## src/rtl/fft_pkg.sv

```systemverilog
// Shared FFT definitions: twiddle Q-format constants, twiddle/quadrant types and
// the constant function that builds the quarter-wave cosine table at elaboration.
package fft_pkg;

   localparam int  TWID_WIDTH_DEF = 16;
   localparam real PI             = 3.14159265358979323846;

   typedef logic signed [TWID_WIDTH_DEF-1:0] tw_t;
   typedef logic [1:0]                       quad_t;

   // Full-scale magnitude of a signed Q1.(w-1) value; kept symmetric so negation never overflows.
   function automatic int q_scale(input int w);
      return (1 << (w - 1)) - 1;
   endfunction

   // r stays within the first quadrant, so the scaled cosine is never negative.
   function automatic int cos_q(input int r, input int n, input int w);
      real a;
      a = $cos(2.0 * PI * real'(r) / real'(n)) * real'(q_scale(w));
      return $rtoi(a + 0.5);
   endfunction

endpackage

```

## src/rtl/twiddle_rom.sv

```systemverilog
// Registered quarter-wave cosine ROM, two read ports, 1-cycle latency.
// Each port can negate its entry as it is registered, which keeps the twiddle output fully registered.
module twiddle_rom
   import fft_pkg::*;
#(
   parameter int N_POINTS   = 64,
   parameter int TWID_WIDTH = 16,
   parameter int AW         = 5
) (
   input  logic                  clk,
   input  logic                  rst_n,
   input  logic                  en,
   input  logic [AW-1:0]         addr_a,
   input  logic                  neg_a,
   input  logic [AW-1:0]         addr_b,
   input  logic                  neg_b,
   output logic [TWID_WIDTH-1:0] rd_a,
   output logic [TWID_WIDTH-1:0] rd_b
);

   localparam int DEPTH = N_POINTS / 4 + 1;

   logic [TWID_WIDTH-1:0] rom [0:DEPTH-1];

   for (genvar g = 0; g < DEPTH; g++) begin : g_rom
      assign rom[g] = TWID_WIDTH'(cos_q(g, N_POINTS, TWID_WIDTH));
   end

   always_ff @(posedge clk) begin
      if (!rst_n) begin
         rd_a <= '0;
         rd_b <= '0;
      end else if (en) begin
         rd_a <= neg_a ? -rom[addr_a] : rom[addr_a];
         rd_b <= neg_b ? -rom[addr_b] : rom[addr_b];
      end
   end

endmodule

```

## src/rtl/twiddle_gen.sv

```systemverilog
// twiddle_gen: streaming W_N^k generator for one radix-4 DIT stage, 2-cycle aligned with the data.
// Optional macro TWID_GEN_INVERSE_EN adds per-sample input inv that conjugates the twiddle (IFFT).
module twiddle_gen
   import fft_pkg::*;
#(
   parameter int N_POINTS   = 64,
   parameter int LOG2N      = 6,
   parameter int STAGE      = 0,
   parameter int DATA_WIDTH = 21,
   parameter int TWID_WIDTH = 16
) (
   input  logic                  clk,
   input  logic                  rst_n,
   input  logic                  in_valid,
   input  logic                  in_sync,
`ifdef TWID_GEN_INVERSE_EN
   input  logic                  inv,
`endif
   input  logic [DATA_WIDTH-1:0] in_r,
   input  logic [DATA_WIDTH-1:0] in_i,
   output logic                  out_valid,
   output logic                  out_last,
   output logic [DATA_WIDTH-1:0] out_r,
   output logic [DATA_WIDTH-1:0] out_i,
   output logic [TWID_WIDTH-1:0] tw_r,
   output logic [TWID_WIDTH-1:0] tw_i,
   output logic                  frame_err
);

   // state | meaning
   // IDLE  | waiting for a sync sample; unsynced samples are dropped
   // RUN   | counting samples modulo N_POINTS, across frames
   localparam logic [0:0] IDLE = 1'b0;
   localparam logic [0:0] RUN  = 1'b1;

   localparam int LOG2L = 2 * (STAGE + 1);
   localparam int L     = 1 << LOG2L;
   localparam int AW    = LOG2N - 1;
   localparam int KW    = LOG2N + 2;
   localparam logic [AW-1:0]    QUARTER = AW'(N_POINTS / 4);
   localparam logic [LOG2N-1:0] N_LAST  = LOG2N'(N_POINTS - 1);

   logic [0:0]       state;
   logic [LOG2N-1:0] n;
   logic             inv_s;
   logic             accept;
   logic             sync_err;
   logic [LOG2N-1:0] n_cur;
   logic [KW-1:0]    p, leg, j, prod;
   logic [LOG2N-1:0] k;
   quad_t            q;
   logic [AW-1:0]    r;

`ifdef TWID_GEN_INVERSE_EN
   assign inv_s = inv;
`else
   assign inv_s = 1'b0;
`endif

   always_comb begin
      accept   = in_valid & ((state == RUN) | in_sync);
      sync_err = in_valid & in_sync & (state == RUN) & (n != '0);
      n_cur    = in_sync ? '0 : n;
      p        = KW'(n_cur) & KW'(L - 1);
      leg      = p >> (LOG2L - 2);
      j        = p & KW'(L / 4 - 1);
      prod     = leg * j;
      k        = LOG2N'(prod << (LOG2N - LOG2L));
      q        = k[LOG2N-1 -: 2];
      r        = {1'b0, k[LOG2N-3:0]};
   end

   logic                  v1, last1, err1, neg_a1, neg_b1;
   logic [DATA_WIDTH-1:0] r1, i1;
   logic [AW-1:0]         addr_a1, addr_b1;

   // Odd quadrants swap which ROM port feeds the real part; signs follow cos - j*sin per quadrant.
   always_ff @(posedge clk) begin
      if (!rst_n) begin
         state   <= IDLE;
         n       <= '0;
         v1      <= 1'b0;
         last1   <= 1'b0;
         err1    <= 1'b0;
         r1      <= '0;
         i1      <= '0;
         addr_a1 <= '0;
         addr_b1 <= '0;
         neg_a1  <= 1'b0;
         neg_b1  <= 1'b0;
      end else begin
         v1 <= accept;
         if (accept) begin
            state   <= RUN;
            n       <= n_cur + 1'b1;
            last1   <= (n_cur == N_LAST);
            err1    <= sync_err;
            r1      <= in_r;
            i1      <= in_i;
            addr_a1 <= q[0] ? QUARTER - r : r;
            addr_b1 <= q[0] ? r : QUARTER - r;
            neg_a1  <= q[0] ^ q[1];
            neg_b1  <= ~q[1] ^ inv_s;
         end
      end
   end

   logic                  v2, last2, err2;
   logic [DATA_WIDTH-1:0] r2, i2;

   always_ff @(posedge clk) begin
      if (!rst_n) begin
         v2    <= 1'b0;
         last2 <= 1'b0;
         err2  <= 1'b0;
         r2    <= '0;
         i2    <= '0;
      end else begin
         v2 <= v1;
         if (v1) begin
            last2 <= last1;
            err2  <= err1;
            r2    <= r1;
            i2    <= i1;
         end
      end
   end

   twiddle_rom #(
      .N_POINTS   (N_POINTS),
      .TWID_WIDTH (TWID_WIDTH),
      .AW         (AW)
   ) u_rom (
      .clk    (clk),
      .rst_n  (rst_n),
      .en     (v1),
      .addr_a (addr_a1),
      .neg_a  (neg_a1),
      .addr_b (addr_b1),
      .neg_b  (neg_b1),
      .rd_a   (tw_r),
      .rd_b   (tw_i)
   );

   assign out_valid = v2;
   assign out_last  = v2 & last2;
   assign frame_err = v2 & err2;
   assign out_r     = r2;
   assign out_i     = i2;

endmodule

```

## config.mk

```make
export PLATFORM = sky130hd
export DESIGN_NAME = twiddle_gen
export DESIGN_NICKNAME = d
export VERILOG_FILES = /design/src/rtl/fft_pkg.sv /design/src/rtl/twiddle_rom.sv /design/src/rtl/twiddle_gen.sv
export SDC_FILE = /design/constraint.sdc
export NUM_CORES = 1
export LEC_CHECK = 0
export CAP_MARGIN = 20
export CORE_ASPECT_RATIO = 1.5
export CORE_MARGIN = 8
export CORE_UTILIZATION = 38
export CTS_CLUSTER_SIZE = 20
export DETAILED_ROUTE_END_ITERATION = 7
export PLACE_DENSITY = 0.68
export SLEW_MARGIN = 20
export SYNTH_ARGS = -nofsm -noshare
export SYNTH_HDL_FRONTEND = slang
export SYNTH_SLANG_ARGS = --single-unit
```

## constraint.sdc

```tcl
create_clock -name clk -period 1.7 [get_ports clk]
set_input_delay 0.17 -clock clk [delete_from_list [all_inputs] [get_ports clk]]
set_output_delay 0.17 -clock clk [all_outputs]
set_load 0.03 [all_outputs]
```

==> run_results.csv, run 1 <==
group,metric,value,unit
outcome,status,"complete, no violations",
synthesis,synth_cell_types,31,
die,ios,123,
die,core,9690,sq um
die,initial_utilization,39.1,%
sta,clock_skew,5.91,ps
die,die_w,97.5,microns
drt,drc,0,
synthesis,yosys_warnings,0,
min_path,hold_path_class,"in2reg",
global_routing,antenna_found_initial,0,
global_routing,grt_max_degree,40,
final_layout,num_antenna_cells,0,
sta,finalSetupViolations,0,
clock_tree,root_buffer,"clkbuf_16",
clock_tree,clk_pin_slew_worst_paths,60,ps
worst_setup_path,r2r_start,"n[0]",
clock_tree,cts.path.max_buffers,2,
global_routing,grt_pass1_wl,14800,microns
clock_tree,hold_buffers,0,
placed_design,portBuffers,120,
sta,min_period_over_period,95.4,%
worst_setup_path,cp-start-kind,"flop",
die,placementRows,44,
power_and_ir_drop,clkPwrFrac,37.5,%
worst_setup_path,cp_cell_sequence,"and2_1 > clkdlybuf4s50_1",
worst_setup_path,path_class,"reg2out",
synthesis,ys_seq_area_share,52.3,%
synthesis,syn_inst,425,
drt,antenna_left,0,
sta,rsz0062_at_grt,"no",
worst_setup_path,reg2reg_slack,190,ps
power_and_ir_drop,peakVddDrop,0.000640,V
global_routing,grt-ovfl-total,0,
sta,fin_tns_setup,0,ps
drt,totalWireLength,9110,microns
final_layout,fillers,900,
synthesis,synth.cell_area,3790,sq um
worst_setup_path,cpMaxStageDelayCell,"clkdlybuf4s50_1",
drt,via_count,3022,
sta,fmax,617,MHz
global_routing,first_global_vias,3034,
clock_tree,clkLatencyLatePin,340,ps
clock_tree,cts_tree,"built",
worst_setup_path,cp_data_arrival_time,1450,ps
worst_setup_path,crit_buf_inv,1,
drt,firstDrtPassIters,4,
worst_setup_path,endpoint_kind,"primary output",
sta,hold_viol,0,
sta,post-route-min-period,1620,ps
worst_setup_path,cp-endpoint,"frame_err",
worst_setup_path,rr_endpoint,"last1",
synthesis,synth_edf_count,0,
job,drv_cap,0,
synthesis,syn_area_per_cell,8.91,sq um
final_layout,drive_gt1_share,7.06,%
drt,drt_iter0_drc,114,
clock_tree,post_cts_buffers,0,
die,die_area,13500,sq um
clock_tree,cts.sinks,99,
placed_design,dp.final_hpwl,6490,microns
power_and_ir_drop,p_per_area,941,nW/um^2
final_layout,fin_nets,566,
worst_setup_path,worst_path_largest_cell_delay,670,ps
final_layout,final_cells,639,
worst_setup_path,crit_family,"buffers and inverters",
sta,drv_slew,0,
synthesis,ys.flop_type,"dfxtp_1",
worst_setup_path,crit_start,"out_valid",
placed_design,gp_congestion,0.799,
power_and_ir_drop,swShare,24.6,%
placed_design,dp_cells,623,
worst_setup_path,cp_max_fo,3,
worst_setup_path,reg2reg_depth,5,
synthesis,ys_ff_latch,99,
min_path,min-delay-start,"in_r[9]",
clock_tree,ctsResizeCount,30,
worst_setup_path,required,1530,ps
clock_tree,htreeDepth,3,
worst_setup_path,path_depth,2,
power_and_ir_drop,p_leak,0.00207,uW
global_routing,track_usage,13.3,%
sta,whs,379,ps
power_and_ir_drop,intPower,3700,uW
synthesis,async_flop_share,0,%
drt,routedWlPerCell,14.3,microns
power_and_ir_drop,p_sw,1210,uW
die,fp.dieH,138,microns
power_and_ir_drop,combPwrFrac,12.6,%
drt,vias_per_cell,4.73,
final_layout,synthToLayoutAreaGrowth,37.9,%
clock_tree,cts_buffers,9,
power_and_ir_drop,p_seq_share,49.9,%
## cells in the mapped netlist (2+ instances only)
cell,n,area (sq um)
buf_1,2,7.51
buf_2,11,55.1
nor2b_1,4,25.0
o21ai_0,4,20.0
dfxtp_1,99,1980
nor2_1,51,191
clkbuf_1,10,37.5
mux2i_1,45,450
and2_1,3,18.8
a21oi_1,49,245
inv_1,2,7.51
or4_1,3,22.5
buf_4,34,255
nand2_1,91,342
## sequential cells by signal, indices dropped and copies added (netlist names)
| signal | flops |
|---|---|
| i1 | 21 |
| out_i | 21 |
| out_r | 21 |
| r1 | 21 |
| n | 6 |
| err1 | 1 |
| err2 | 1 |
| last1 | 1 |
| last2 | 1 |
| neg_b1 | 1 |
| out_valid | 1 |
| u_rom.rd_a | 1 |
| u_rom.rd_b | 1 |
| v1 | 1 |
## how the worst min path moves through the flow
stage | end | slack, ps | cells after the start
after floorplan | out_valid | 300 | 1
after global placement | i1[13] | 440 | 2
after detailed placement | err1 | 450 | 2
after CTS | r1[11] | 370 | 3
after global routing | r1[12] | 390 | 3
final | r1[9] | 380 | 3
## metal layers
layer  GRT usage (%)  routed length (microns)
met1            13.1                     3620
met3            4.24                      550
met2            24.3                     4780
met4            6.25                      157
met5               0                        0
## worst register-to-register path, stage by stage, from the launching register on
cell     delay [ps]
dfxtp_1         410
nor2b_1         220
ha_1            210
nand2_1          60
or4_1           400
a21oi_1         150
## layout by cell type (no fill, tap or decap), drive strengths merged, types with 2 or more instances in the layout
| cell type | netlist | routed |
|---|---|---|
| nor2b | 4 | 4 |
| a21oi | 49 | 49 |
| dfxtp | 99 | 99 |
| mux2i | 45 | 45 |
| buf | 47 | 19 |
| clkinv | 0 | 3 |
| o21ai | 5 | 5 |
| clkbuf | 10 | 12 |
| inv | 3 | 3 |
| and2 | 3 | 3 |
| dlygate4sd2 | 0 | 30 |
| conb | 1 | 2 |
| nand2 | 91 | 91 |
| clkdlybuf4s50 | 0 | 89 |
| nor2 | 51 | 51 |
| or4 | 3 | 3 |
## per-stage QoR
step / power (uW) / cell area, sq um / utilization, % / worst slack (ps)
finish: 4910 / 5220 / 53.9 / 78.2
global route: 5130 / 5220 / 53.9 / 24.6
CTS: 4970 / 5220 / 53.8 / 37.7
detailed placement: 3160 / 4980 / 51.4 / 0.530
global placement: 3150 / 4980 / 51.4 / 26.9
floorplan: 2900 / 3790 / - / 318
## logic make-up after synthesis
logic type                 synth area share, %
adders and majority gates                0.330
other                                   0.0990
AOI/OAI and AO/OA                         8.69
DFF                                       52.3
and+or+nand+nor                           17.0
buffers and inverters                     9.68
muxes                                     11.9
## area by class of cell
cell class | count | area (sq um) | area share, %
clock inverter | 4 | 26.3 | 0.503
inverter | 3 | 11.3 | 0.216
multi-input combinational | 267 | 1450 | 27.8
tap | 115 | 144 | 2.76
timing repair buffer | 139 | 1360 | 26.0
clock buffer | 12 | 246 | 4.72
sequential | 99 | 1980 | 38.0
## power groups by stage
stage	Combinational (uW)	Clock, uW	Sequential, uW
2_1_floorplan	374	0	2520
3_3_place_gp	648	0	2500
3_5_place_dp	654	0	2500
4_1_cts	628	1890	2450
5_1_grt	667	2000	2460
6_report	619	1840	2450
No activity file was read; power rests on OpenSTA's default activity.
==> run 2: changes to the inputs <==
- TNS_END_PERCENT: not set -> 10
==> results of run 2 <==
No change in the layout: final DEF, timing and power equal those of run 1.
